<file path="src/rtl/st4_writeback.sv">
// rtl/st4_writeback.sv - ALU-to-register-file writeback stage with dual-result sequencing and exception capture.
module st4_writeback #(
  parameter logic [3:0] HI_REG = 4'd15,
  parameter int          DW     = 16
) (
  input  logic          clk,
  input  logic          rst,
  input  logic          valid_in,
  output logic          ready,
  input  logic [1:0]    wb_op,
  input  logic [3:0]    rd1,
  input  logic [3:0]    rd2,
  input  logic [DW-1:0] aluOut1,
  input  logic [DW-1:0] aluOut2,
  input  logic          ALU_exception,
  input  logic [15:0]   pc_in,
  input  logic          exc_ack,
  output logic          rf_we,
  output logic [3:0]    rf_waddr,
  output logic [DW-1:0] rf_wdata,
  output logic          exc_flag,
  output logic [15:0]   epc,
  output logic          flush
);

  typedef enum logic [1:0] {IDLE, WR2, EXC} state_t;

  state_t        state, state_nx;
  logic [3:0]    sec_addr, sec_addr_nx;
  logic [DW-1:0] sec_data, sec_data_nx;
  logic          we_nx;
  logic [3:0]    waddr_nx;
  logic [DW-1:0] wdata_nx;
  logic          exc_nx;
  logic [15:0]   epc_nx;
  logic          flush_nx;
  logic          xfer;

  assign ready = (state == IDLE);
  assign xfer  = valid_in && ready;

  always_ff @(posedge clk) begin
    if (rst) begin
      state    <= IDLE;
      sec_addr <= '0;
      sec_data <= '0;
      rf_we    <= 1'b0;
      rf_waddr <= '0;
      rf_wdata <= '0;
      exc_flag <= 1'b0;
      epc      <= '0;
      flush    <= 1'b0;
    end else begin
      state    <= state_nx;
      sec_addr <= sec_addr_nx;
      sec_data <= sec_data_nx;
      rf_we    <= we_nx;
      rf_waddr <= waddr_nx;
      rf_wdata <= wdata_nx;
      exc_flag <= exc_nx;
      epc      <= epc_nx;
      flush    <= flush_nx;
    end
  end

  // Writes to R0 keep their slot in the sequence but never assert the enable.
  always_comb begin
    state_nx    = state;
    sec_addr_nx = sec_addr;
    sec_data_nx = sec_data;
    we_nx       = 1'b0;
    waddr_nx    = rf_waddr;
    wdata_nx    = rf_wdata;
    exc_nx      = exc_flag;
    epc_nx      = epc;
    flush_nx    = 1'b0;
    case (state)
      IDLE: begin
        if (xfer) begin
          if (ALU_exception) begin
            exc_nx   = 1'b1;
            epc_nx   = pc_in;
            flush_nx = 1'b1;
            state_nx = EXC;
          end else if (wb_op != 2'b00) begin
            we_nx    = (rd1 != 4'd0);
            waddr_nx = rd1;
            wdata_nx = aluOut1;
            if (wb_op[1]) begin
              sec_addr_nx = (wb_op == 2'b10) ? HI_REG : rd2;
              sec_data_nx = aluOut2;
              state_nx    = WR2;
            end
          end
        end
      end
      WR2: begin
        we_nx    = (sec_addr != 4'd0);
        waddr_nx = sec_addr;
        wdata_nx = sec_data;
        state_nx = IDLE;
      end
      EXC: begin
        if (exc_ack) begin
          exc_nx   = 1'b0;
          state_nx = IDLE;
        end
      end
      default: state_nx = IDLE;
    endcase
  end

endmodule

</file>
<file path="config.mk">
export PLATFORM = sky130hd
export DESIGN_NAME = st4_writeback
export DESIGN_NICKNAME = d
export VERILOG_FILES = /design/src/rtl/st4_writeback.sv
export SDC_FILE = /design/constraint.sdc
export NUM_CORES = 1
export LEC_CHECK = 0
export ABC_AREA = 1
export CAP_MARGIN = 10
export CORE_UTILIZATION = 40
export CTS_CLUSTER_SIZE = 30
export DETAILED_ROUTE_END_ITERATION = 10
export PLACE_DENSITY = 0.76
export SLEW_MARGIN = 20
export SYNTH_ARGS = -nofsm -noshare
export SYNTH_HDL_FRONTEND = slang
export SYNTH_SLANG_ARGS = --single-unit
export TNS_END_PERCENT = 30
</file>
<file path="constraint.sdc">
create_clock -name clk -period 1.4 [get_ports clk]
set_clock_uncertainty 0.2 [all_clocks]
set_input_delay 0.28 -clock clk [delete_from_list [all_inputs] [get_ports clk]]
set_output_delay 0.28 -clock clk [all_outputs]
set_load 0.005 [all_outputs]
</file>
### Yosys cells after proc, flatten, opt, wreduce, memory -nomap -nowiden

Index checks and enable logic that the tools add are counted.

| word-level totals | value |
|---|---|
| register bits after elaboration | 61 |
| input port bits | 63 |

| operators by class | value |
|---|---|
| equal/unequal tests | 10 |
| mux-type cells | 24 |
| bitwise operators | 3 |
| reduce and logical (&&, ||, !) cells | 13 |

Operators by type and width:

| kind | number |
|---|---|
| 2-to-1 mux 16 bit | 3 |
| case mux 16 bit (2 select lines) | 1 |
| 2-to-1 mux 4 bit | 4 |
| AND reduction 4 bit | 3 |
| 2-to-1 mux 2 bit | 5 |
| case mux 4 bit (2 select lines) | 1 |
| nonzero test 4 bit | 2 |
| 2-to-1 mux 1 bit | 7 |
| inequality test 2 x 1 -> 1 bit, second input constant | 3 |
| inequality test 3 x 1 -> 1 bit, second input constant | 2 |
| nonzero test 2 bit | 3 |
| AND reduction 5 bit | 1 |
| == test 2 bit, second input constant | 2 |
| inequality test 2 bit, second input constant | 2 |
| case mux 1 bit (2 select lines) | 2 |
| case mux 2 bit (2 select lines) | 1 |
| NOT 1 bit | 3 |
| AND reduction 3 bit | 1 |
| OR reduction 3 bit | 1 |
| == test 2 x 1 -> 1 bit, second input constant | 1 |
| zero test 2 bit | 1 |
| logical AND 1 bit | 1 |

### Logic depth before layout (Yosys ltp)

| logic depth | value |
|---|---|
| depth after elaboration | 5 |
| mapped depth | 8 |
| depth with buffers taken out | 7 |

### Least setup slack after synthesis

Ideal clock, no wire load.

| path | value |
|---|---|
| path type | input -> register |
| from | input port ALU_exception |
| to | register sec_addr[2] |
| arrival | 1.063 ns |
| required time | 1.087 ns |
| slack | 0.024 ns |
| stages on the path | 7 |
| buffers on the path | 3 |
| cells stage by stage | buf_4 inv_1 nand4_2 buf_6 buf_6 nor2_1 nor2_1 |

| on the way | value |
|---|---|
| word-level cells in the longest chain between the ends | 2 |

Ends and longest elaborated chain:

| element | RTL line | source |
|---|---|---|
| from (decl) | 15 | `input logic ALU_exception,` |
| NOT 1 bit (no line) | n/a |  |
| AND reduction 5 bit (no line) | n/a |  |
| to (signal assigned) | 55 | `sec_addr <= sec_addr_nx;` |
| to (decl) | 29 | `logic [3:0] sec_addr, sec_addr_nx;` |

No other way between the ends.
A chain may end at the register's enable or synchronous reset.

### Final worst setup path

| path | value |
|---|---|
| from | register state[1] |
| to | register epc[10] |

| on the way | value |
|---|---|
| word-level cells in the longest chain between the ends | 3 |

Ends and longest elaborated chain:

| element | RTL line | source |
|---|---|---|
| from (decl) | 28 | `state_t state, state_nx;` |
| from (signal assigned) | 54 | `state <= state_nx;` |
| zero test 2 bit * | 39, 77 |  |
| logical AND 1 bit | 40 | `assign xfer = valid_in && ready;` |
| AND reduction 3 bit (no line) * | n/a |  |
| to (signal assigned) | 61 | `epc <= epc_nx;` |
| to (decl) | 22 | `output logic [15:0] epc,` |

Every way passes the cells marked *; elsewhere a longest branch is shown, timed or not.

==> out/qor_table.md <==
| Stage | Metric | This run |
|:---|:---|:---|
| status | Run status | finished, violations left |
| status | Failing checks | setup timing |
| floorplanning | Die X | 85.3 um |
| sta | Slew Limit Fails | 0 |
| cts | Clock latency reported for the late side of the worst-skew pair | 0.33 ns |
| cts | Number of H-tree levels | 3 |
| synthesis | Register area share after synthesis | 0.440 |
| floorplanning | Cell Rows | 29 |
| synthesis | Ranking of synthesized cells by instance count | 128 x sky130_fd_sc_hd__nand2_1, 82 x sky130_fd_sc_hd__nor2_1, 61 x sky130_fd_sc_hd__dfxtp_1 |
| worst setup path | Start-to-end type of the worst setup path | reg2reg |
| synthesis | Async set-or-reset flop fraction in the synthesized netlist | 0 |
| sta | RSZ-0062 raised after global routing | true |
| worst setup path | Internal reg-to-reg setup slack | -0.05 ns |
| pwr | Overall power after layout | 4660 uW |
| worst setup path | Worst EP arrival | 1.52 ns |
| global route | Via count of the first global-routing pass | 2673 |
| route | Iteration-0 DRC Markers | 94 |
| cts | Clk sink count | 61 |
| placement | DPL Wire Length | 4630 um |
| route | Post-DRT Antenna Nets | 0 |
| global route | GRT overflow | 0 |
| worst setup path | Startpoint of the worst register-to-register path | state[1] |
| pwr | Max IR drop VDD | 743 uV |
| placement | GPL Wtd Cong | 0.725 |
| synthesis | Proportion of netlist area held by the largest area contributor | 0.440 |
| final layout | Final nets | 587 |
| synthesis | Post-synth EDFFs | 0 |
| final layout | Area of the multi-input gates | 0.00127 mm2 |
| route | Post-detailed-route via-to-cell ratio | 4.60 |
| synthesis | Post-synthesis instance area | 0.00277 mm2 |
| cts | Clock transition at the registers of the reported paths | 0.07 ns |
| worst setup path | Worst Path Required | 1.47 ns |
| run | Max-Cap Viols | 0 |
| floorplanning | Core ar. | 0.00653 mm2 |
| sta | Top achievable clock speed | 688 MHz |
| synthesis | Leading cell type by number of instances after synthesis | sky130_fd_sc_hd__nand2_1 |
| final layout | Reg area | 0.00125 mm2 |
| route | Total number of vias | 2785 |
| cts | Clock Root Buffer | sky130_fd_sc_hd__clkbuf_8 |
| floorplanning | Die Ht | 85.3 um |
| final layout | Fraction of layout instances using a drive strength above 1 | 0.181 |
| floorplanning | Die footprint | 0.00727 mm2 |
| sta | Setup tns final | -0.342 ns |
| cts | Clock tree buffer depth | 2 |
| route | First-pass DRT Iterations | 5 |
| cts | TritonCTS clock tree | done |
| hold path | Path class of the lowest-slack min-delay path | in2reg |
| synthesis | Per-instance average area after synthesis | 6.68 um2 |
| worst setup path | End of the critical path | epc[10] |
| worst setup path | Critical path peak fanout | 7 |
| synthesis | Nets in the synthesized netlist | 478 |
| cts | Number of buffers added by the clock tree synthesis step | 9 |
| route | Wire length reported by the detailed router | 7040 um |
| route | Detailed-route wire length per cell | 11.6 um |
| global route | Largest net degree at the start of global routing | 41 |
| sta | Fraction of the cycle the final worst path needs | 1.04 |
| worst setup path | Worst Setup Start Kind | register |
| placement | Worst Setup Slack post-DPL | -0.369 ns |
| floorplanning | Number of top-level pins | 103 |
| synthesis | Most area-consuming cells after synthesis | sky130_fd_sc_hd__dfxtp_1 44%, sky130_fd_sc_hd__nand2_1 17%, sky130_fd_sc_hd__nor2_1 11% |
| worst setup path | Worst reg2reg path endpoint | epc[10] |
| route | Drt drc | 0 |
| synthesis | Cell count after synthesis | 415 |
| sta | Final Hold Viols | 0 |
| sta | Post-layout min period | 1.45 ns |
| hold path | Startpoint of the most critical hold path | wb_op[1] |
| worst setup path | Nature of the critical path endpoint | register |
| pwr | Power density over the cells | 1090 mW/mm2 |
| pwr | Leakage component of the power | 0.00205 uW |
| final layout | Number of inserted diodes | 0 |
| floorplanning | Initial Util | 0.425 |
| sta | Final number of setup-violating endpoints | 22 |
| synthesis | Syn. warnings | 0 |
| placement | Port bufs | 102 |
| sta | Slew of the pin with the lowest slew margin | 0.232 ns |
| final layout | Final core utilization | 0.656 |
| worst setup path | Crit path from | state[1] |
| synthesis | Biggest area consumer among synthesized cells | sky130_fd_sc_hd__dfxtp_1 |
| worst setup path | Reg2reg path depth | 8 |
| global route | First-pass GRT wire length | 11200 um |
| sta | Max_slew headroom | 0.845 |
| synthesis | Primary FF master, synth | sky130_fd_sc_hd__dfxtp_1 |
| synthesis | Number of distinct library cell variants in the gate-level netlist after synthesis | 24 |
| final layout | Area Overhead vs Synth | 54.6% |
| synthesis | Post-synthesis sequential element count | 61 |
| sta | Least setup slack across all paths after layout | -0.0542 ns |
| global route | Global Route Usage Sum | 0.194 |
| global route | Initial antenna violation count | 0 |
| final layout | Number of inserted filler cells in the final layout | 581 |
flip-flops by register name, indices dropped and copies added, names as in the netlist:
register and flops:
epc 16, rf_wdata 16, sec_data 16, rf_waddr 4, sec_addr 4, state 2
exc_flag 1, flush 1, rf_we 1
routing by layer:
metal / vias to the layer above / routed length, um / GRT usage
met3: 11 / 540 / 0.0691
met5: - / 0 / 0
li1: 1468 / - / -
met1: 1203 / 3040 / 0.217
met2: 103 / 3340 / 0.336
met4: 0 / 113 / 0.0788
placed cells by master (no fill, tap or decap), types with 2 or more instances in the layout:
cell	n
sky130_fd_sc_hd__clkbuf_8	10
sky130_fd_sc_hd__inv_1	44
sky130_fd_sc_hd__o21ai_1	14
sky130_fd_sc_hd__inv_2	5
sky130_fd_sc_hd__nor2_4	3
sky130_fd_sc_hd__bufinv_16	3
sky130_fd_sc_hd__o21ai_0	4
sky130_fd_sc_hd__nand2_2	4
sky130_fd_sc_hd__clkdlybuf4s15_1	26
sky130_fd_sc_hd__dlygate4sd2_1	5
sky130_fd_sc_hd__clkdlybuf4s50_1	60
sky130_fd_sc_hd__clkbuf_2	7
sky130_fd_sc_hd__a21oi_2	10
sky130_fd_sc_hd__buf_4	8
sky130_fd_sc_hd__dfxtp_2	24
sky130_fd_sc_hd__nor2_1	80
sky130_fd_sc_hd__nand2_1	127
sky130_fd_sc_hd__nand4_1	3
sky130_fd_sc_hd__clkbuf_16	2
sky130_fd_sc_hd__dlymetal6s2s_1	2
sky130_fd_sc_hd__nor2_2	2
sky130_fd_sc_hd__nand3_1	17
sky130_fd_sc_hd__dfxtp_1	37
sky130_fd_sc_hd__buf_12	5
sky130_fd_sc_hd__buf_6	3
sky130_fd_sc_hd__a21oi_1	12
sky130_fd_sc_hd__clkinv_2	2
stage by stage:
step	hold slack (ns)	instances	instance area [um2]
floorplan	0.215	415	2770
global placement	0.248	585	3880
detailed placement	0.256	585	3880
CTS	0.264	602	4150
global route	0.230	606	4290
finish	0.236	606	4290
logic make-up after synthesis:
family,after synthesis,share of synthesized area
AND/OR/NAND/NOR,240,0.354
buffers and inverters,72,0.125
flip-flops,61,0.440
AO/OA/AOI/OAI,42,0.0808
power by group:
| part | internal [uW] | switching [uW] | leakage [uW] |
|---|---|---|---|
| registers | 1860 | 51.4 | 0.000509 |
| clock network | 1230 | 685 | 0.000127 |
| logic | 450 | 382 | 0.00141 |
how the worst min path moves through the flow:
| stage | slack [ns] | cells after the start | to |
|---|---|---|---|
| floorplan | 0.21 | 2 | sec_data[10] |
| CTS | 0.26 | 2 | epc[7] |
| global route | 0.23 | 4 | sec_addr[1] |
| detailed placement | 0.26 | 2 | epc[6] |
| finish | 0.24 | 4 | sec_addr[1] |
| global placement | 0.25 | 2 | epc[1] |
cell type report:
class	instances	share of cell area
Clock buffer	10	0.0321
Clock inverter	6	0.0254
Inverter	50	0.0455
Multi-Input combinational cell	282	0.297
Sequential cell	61	0.292
Tap cell	77	0.0225
Timing Repair Buffer	120	0.286
worst max-delay path: stages (launching register included):
cell and delay, ns:
sky130_fd_sc_hd__dfxtp_2 0.34, sky130_fd_sc_hd__buf_6 0.13, sky130_fd_sc_hd__inv_2 0.05, sky130_fd_sc_hd__nand2_2 0.05
sky130_fd_sc_hd__nor2_4 0.13, sky130_fd_sc_hd__buf_12 0.14, sky130_fd_sc_hd__clkbuf_16 0.15, sky130_fd_sc_hd__nand3_1 0.09
sky130_fd_sc_hd__a21oi_2 0.13
timing repair:
action / in CTS / in global routing
pin swaps: 4 / 15
endpoints found under the setup margin: 80 / 71
setup buffers: 1 / 2
resized for setup: 99 / 38
endpoints found under the hold margin: 0 / 0
cloned: 0 / 2
hold buffers: 0 / 0
No activity file was read; power rests on OpenSTA's default activity.
==> variant 1: new RTL, same settings <==
`DW`: 16 -> 18.
--- a/src/rtl/st4_writeback.sv
+++ b/src/rtl/st4_writeback.sv
@@ -1,7 +1,7 @@
 // rtl/st4_writeback.sv - ALU-to-register-file writeback stage with dual-result sequencing and exception capture.
 module st4_writeback #(
   parameter logic [3:0] HI_REG = 4'd15,
-  parameter int          DW     = 16
+  parameter int          DW     = 18
 ) (
   input  logic          clk,
   input  logic          rst,
Ports: changed (resized aluOut1, aluOut2 and rf_wdata); port bits go from 103 to 109. No check against the original RTL was run, so the function may have changed too.
==> variant 1 against the unedited design <==
The flow still finishes with violations (negative setup slack). Routed wire length rose by 19%. Power rose by 3.8%. Synthesized cell count rose by 3.9%. Critical path depth did not move. Via count rose by 9.1%. Sequential cell count rose by 4. Highest routed layer unchanged. Design area rose by 11%. Largest cell class unchanged. Critical path type is now in2reg. Worst setup slack got worse by 0.090 ns. Synthesized area rose by 6.0%.
==> variant 1: results (changes against the unedited design) <==
Worst setup path
  – Critical Path AT: 1.59 ns (+0.07 ns)
  – Slowest CP cell: clkdlybuf4s50_1
  – Crit path largest cell delay: 0.45 ns (+0.11 ns)
  – Highest net fanout along the worst path: 8 (+1)

Global routing
  – GRT Util Overall: 19.2% (-0.15 points)
  – Largest net degree at the start of global routing: 45 (+9.8%)
  – First-pass GRT wire length: 11,400 um (+2.0%)
  – Initial antenna violation count: 0 (unchanged)
  – Met2 capacity usage during global routing: 32.5% (-1.1 points)
  – Grt met1 use: 21.5% (-0.23 points)
  – Met3 usage: 7.35% (+0.44 points)
  – Vias in the first global route: 2,771 (+3.7%)

Routing
  – M1 WL: 3360 um (+11%)
  – Met3 wire length: 635 um (+18%)
  – Pre-antenna DRT Iters: 4 (-1)
  – Via density: 4.65 (+1.1%)
  – Met2 WL: 4210 um (+26%)
  – Final WL: 8400 um (+19%)
  – Starting DRT DRC Count: 105 (+12%)
  – Vias: 3,038 (+9.1%)

Status
  – Failing checks: negative setup slack
  – Status: finished with violations

CTS
  – PostCTS Resize Cnt: 94 (-5.1%)
  – Clock transition at the registers of the reported paths: 0.08 ns
  – Clock Tree Root: clkbuf_8
  – Clock Tree Buf Depth: 2 (unchanged)
  – # Post-CTS Setup Buffers: 1 (unchanged)
  – H-Tree Depth: 3 (unchanged)

Placed design
  – Placement Cell Area: 4180 um2 (+7.7%)
  – Port bufs: 108 (+5.9%)
  – GPL Wtd Cong: 0.751 (+3.6%)
  – Dpl hpwl: 4890 um (+5.6%)
  – Dpl cells: 628 (+7.4%)
  – Place WS: -0.417 ns (-0.0476 ns)

STA
  – Final setup viols: 26 (+18%)
  – Worst Setup Slack, final: -0.144 ns (-0.0898 ns)
  – Setup TNS: -2.61 ns (-2.27 ns)
  – Worst relative slew slack: 85.3% (+0.73 points)

Power and ir drop
  – Peak supply drop: 0.734 mV (-1.1%)
  – Leak pwr: 0.00223 uW (+9.0%)

Logic synthesis
  – Compound-Gate Fraction of Synth Area: 13.4% (+5.3 points)
  – Multiplexer share of the synthesized area: 0% (unchanged)
  – Post-synthesis area per instance: 6.82 um2 (+2.1%)
  – Main area contributors after synthesis: dfxtp_1 (44%), nand2_1 (15%), nor2_1 (12%)
  – Post-Synth Adder-Cell Area: 0% (unchanged)
  – Synth Area in XOR/XNOR: 0% (unchanged)
  – Sequential area share after synthesis: 44.3% (+0.21 points)
  – Top post-synthesis cells by count: nand2_1 (114), nor2_1 (92), dfxtp_1 (65)
  – Net Count, Synth: 498 (+4.2%)
  – Ys Warns: 0 (unchanged)
  – Post-synth cell types: 23 (-4.2%)
  – Ys flop type: dfxtp_1

Cells and area
  – Largest regs: rf_wdata (18), sec_data (18), epc (16)
  – Fill cells: 559 (-3.8%)
  – Area of the multi-input gates: 1490 um2 (+17%)
  – Nets@finish: 620 (+5.6%)
  – Ratio of cells with drive above 1 in the final layout: 26.7% (+8.6 points)

Worst hold path
  – Hold Path Class: reg2reg
==> variant 1: layout make-up <==
class	count	area share [%]
clock inverters	5	1.69
clock buffers	11	2.77
repair buffers	133	28.6
multi-input cells	279	31.4
well taps	96	2.53
inverters	65	5.15
flip-flops and latches	65	27.9
==> variant 1: worst reg2reg max path: stages, from the launching register on <==
cell,delay (ns)
dfxtp_2,0.36
inv_2,0.05
buf_6,0.12
a21oi_4,0.14
nand2_4,0.16
clkbuf_16,0.23
nor2_4,0.11
nor2_2,0.04
==> variant 1: power by group <==
part	switching (uW)	internal, uW
Sequential	61.9	1990
Clock	715	1000
Combinational	511	556
Total	1290	3550
==> variant 1: worst paths after layout <==
| kind | from | endpoint | slack (ns) | cells past startpoint |
|---|---|---|---|---|
| worst max register to register | state[0] | rf_wdata[16] | -0.09 | 7 |
| worst min-delay path | epc[0] | epc[0] | 0.24 | 2 |
| worst min register to register | epc[0] | epc[0] | 0.24 | 2 |
| worst max-delay path | wb_op[1] | rf_wdata[12] | -0.14 | 8 |
==> variant 2: new RTL, config.mk and constraints unchanged <==
Made on the original files. `sec_addr`, `sec_data`, `rf_waddr` and `rf_wdata` no longer have a reset.
--- a/src/rtl/st4_writeback.sv
+++ b/src/rtl/st4_writeback.sv
@@ -42,25 +42,24 @@
   always_ff @(posedge clk) begin
     if (rst) begin
       state    <= IDLE;
-      sec_addr <= '0;
-      sec_data <= '0;
       rf_we    <= 1'b0;
-      rf_waddr <= '0;
-      rf_wdata <= '0;
       exc_flag <= 1'b0;
       epc      <= '0;
       flush    <= 1'b0;
     end else begin
       state    <= state_nx;
-      sec_addr <= sec_addr_nx;
-      sec_data <= sec_data_nx;
       rf_we    <= we_nx;
-      rf_waddr <= waddr_nx;
-      rf_wdata <= wdata_nx;
       exc_flag <= exc_nx;
       epc      <= epc_nx;
       flush    <= flush_nx;
     end
+  end
+
+  always_ff @(posedge clk) begin
+    sec_addr <= sec_addr_nx;
+    sec_data <= sec_data_nx;
+    rf_waddr <= waddr_nx;
+    rf_wdata <= wdata_nx;
   end
 
   // Writes to R0 keep their slot in the sequence but never assert the enable.
Check against the original RTL: not equivalent (a bounded check fails within 4 cycles, from zero or initial values and one cycle with rst high).
==> variant 2 against the unedited design <==
The run still ends with negative setup slack left. Clock power fell by 24%. Cell count fell by 36%. Hold slack got worse by 0.15 ns. Critical endpoint is now sec_data[10]. Largest cell class is now sequential cells. Design area fell by 9.8%. Sequential cell count did not move. Synthesized area fell by 17%. Routed wire length fell by 16%. Worst setup slack got worse by 0.069 ns. Global-route usage fell by 1.6 points. Power fell by 13%.
==> variant 2: results (changes against the unedited design) <==
Status
  – Status: finished with violations
  – Failing checks: negative setup slack

Cells and area
  – Ratio of cells with drive above 1 in the final layout: 32.7% (+15 points)
  – Buffering overhead: 31.4% (+2.9 points)
  – Fill cells: 397 (-32%)
  – Nets@finish: 374 (-36%)
  – Area of the multi-input gates: 694 um2 (-45%)
  – Multi-input gates: 103 (-63%)
  – Sequential portion of the cell area: 42.4% (+13 points)
  – Invs w/o clock: 11 (-78%)
  – Clock-cell share: 4.63% (-1.1 points)
  – Non-CTS buffers: 125 (+4.2%)
  – Clock buffers: 9 (-1)

Logic synthesis
  – Sequential area share after synthesis: 70.8% (+27 points)
  – Compound-Gate Fraction of Synth Area: 4.15% (-3.9 points)
  – Post-synthesis area per instance: 12.7 um2 (+89%)
  – Main area contributors after synthesis: edfxtp_1 (52%), dfxtp_1 (18%), mux2_2 (9.8%)
  – Multiplexer share of the synthesized area: 9.84% (+9.8 points)
  – Ys flop type: edfxtp_1
  – Top post-synthesis cells by count: nand2_1 (45), edfxtp_1 (40), dfxtp_1 (21)

Global routing
  – First-pass GRT wire length: 7960 um (-29%)
  – Grt met1 use: 19.4% (-2.4 points)
  – Met2 capacity usage during global routing: 30.1% (-3.5 points)

Worst setup path
  – Number of cells on the worst reg-to-reg path: 5 (-3)
  – Slowest CP cell: dfxtp_4
  – Family with the most delay on the worst path: flip-flops
  – Crit path largest cell delay: 0.36 ns (+0.02 ns)
  – R2r endpoint: sec_data[10]
  – Critical Path AT: 1.35 ns (-0.17 ns)
  – Highest net fanout along the worst path: 20 (+13)

Routing
  – DR WL/cell: 15.2 um (+31%)
  – Met2 WL: 2910 um (-13%)
  – Starting DRT DRC Count: 89 (-5.3%)
  – Met3 wire length: 468 um (-13%)
  – Final WL: 5880 um (-16%)
  – M1 WL: 2430 um (-20%)

Placed design
  – GPL Wtd Cong: 0.766 (+5.7%)
  – Dpl hpwl: 3560 um (-23%)
  – Placement Cell Area: 3520 um2 (-9.2%)

STA
  – Final setup viols: 80 (+260%)
  – Actual slew at the worst max-slew pin: 0.220 ns (-0.0119 ns)
  – Worst Setup Slack, final: -0.123 ns (-0.0686 ns)
  – Worst relative slew slack: 85.2% (+0.66 points)

Worst hold path
  – Worst hold stages: 3 (-1)

Power and ir drop
  – Peak supply drop: 0.587 mV (-21%)
[variant 2: cell count changes after synthesis, moves of 5 or more]
cell	delta
inv_1	-38
edfxtp_1	+40
o21ai_1	-11
mux2_2	+20
nor2_1	-69
dfxtp_1	-40
nand2_1	-83
nand3_1	-17
buf_6	-6
o21ai_0	-7
buf_2	-5
[variant 2: what timing repair did]
item | 4_1_cts | 5_1_grt
hold endpoints to repair | 0 | 0
buffers inserted | 1 | 2
setup endpoints to repair | 116 | 105
resized for setup | 88 | 66
cloned | 0 | 7
pin swaps | 1 | 3
[variant 2: worst max-delay path by stage]
stage                  start            to  cells after the start
global route        state[1]       epc[11]                      7
finish              state[1]  sec_data[10]                      5
detailed placement  valid_in   sec_data[6]                      4
floorplan           state[0]   sec_addr[0]                      3
global placement    valid_in   sec_data[6]                      4
CTS                 state[1]         ready                      2
[variant 2: where the power goes]
part	internal, uW	switching [uW]
Clock	793	656
Combinational	359	205
Sequential	2010	30.5
Total	3160	891
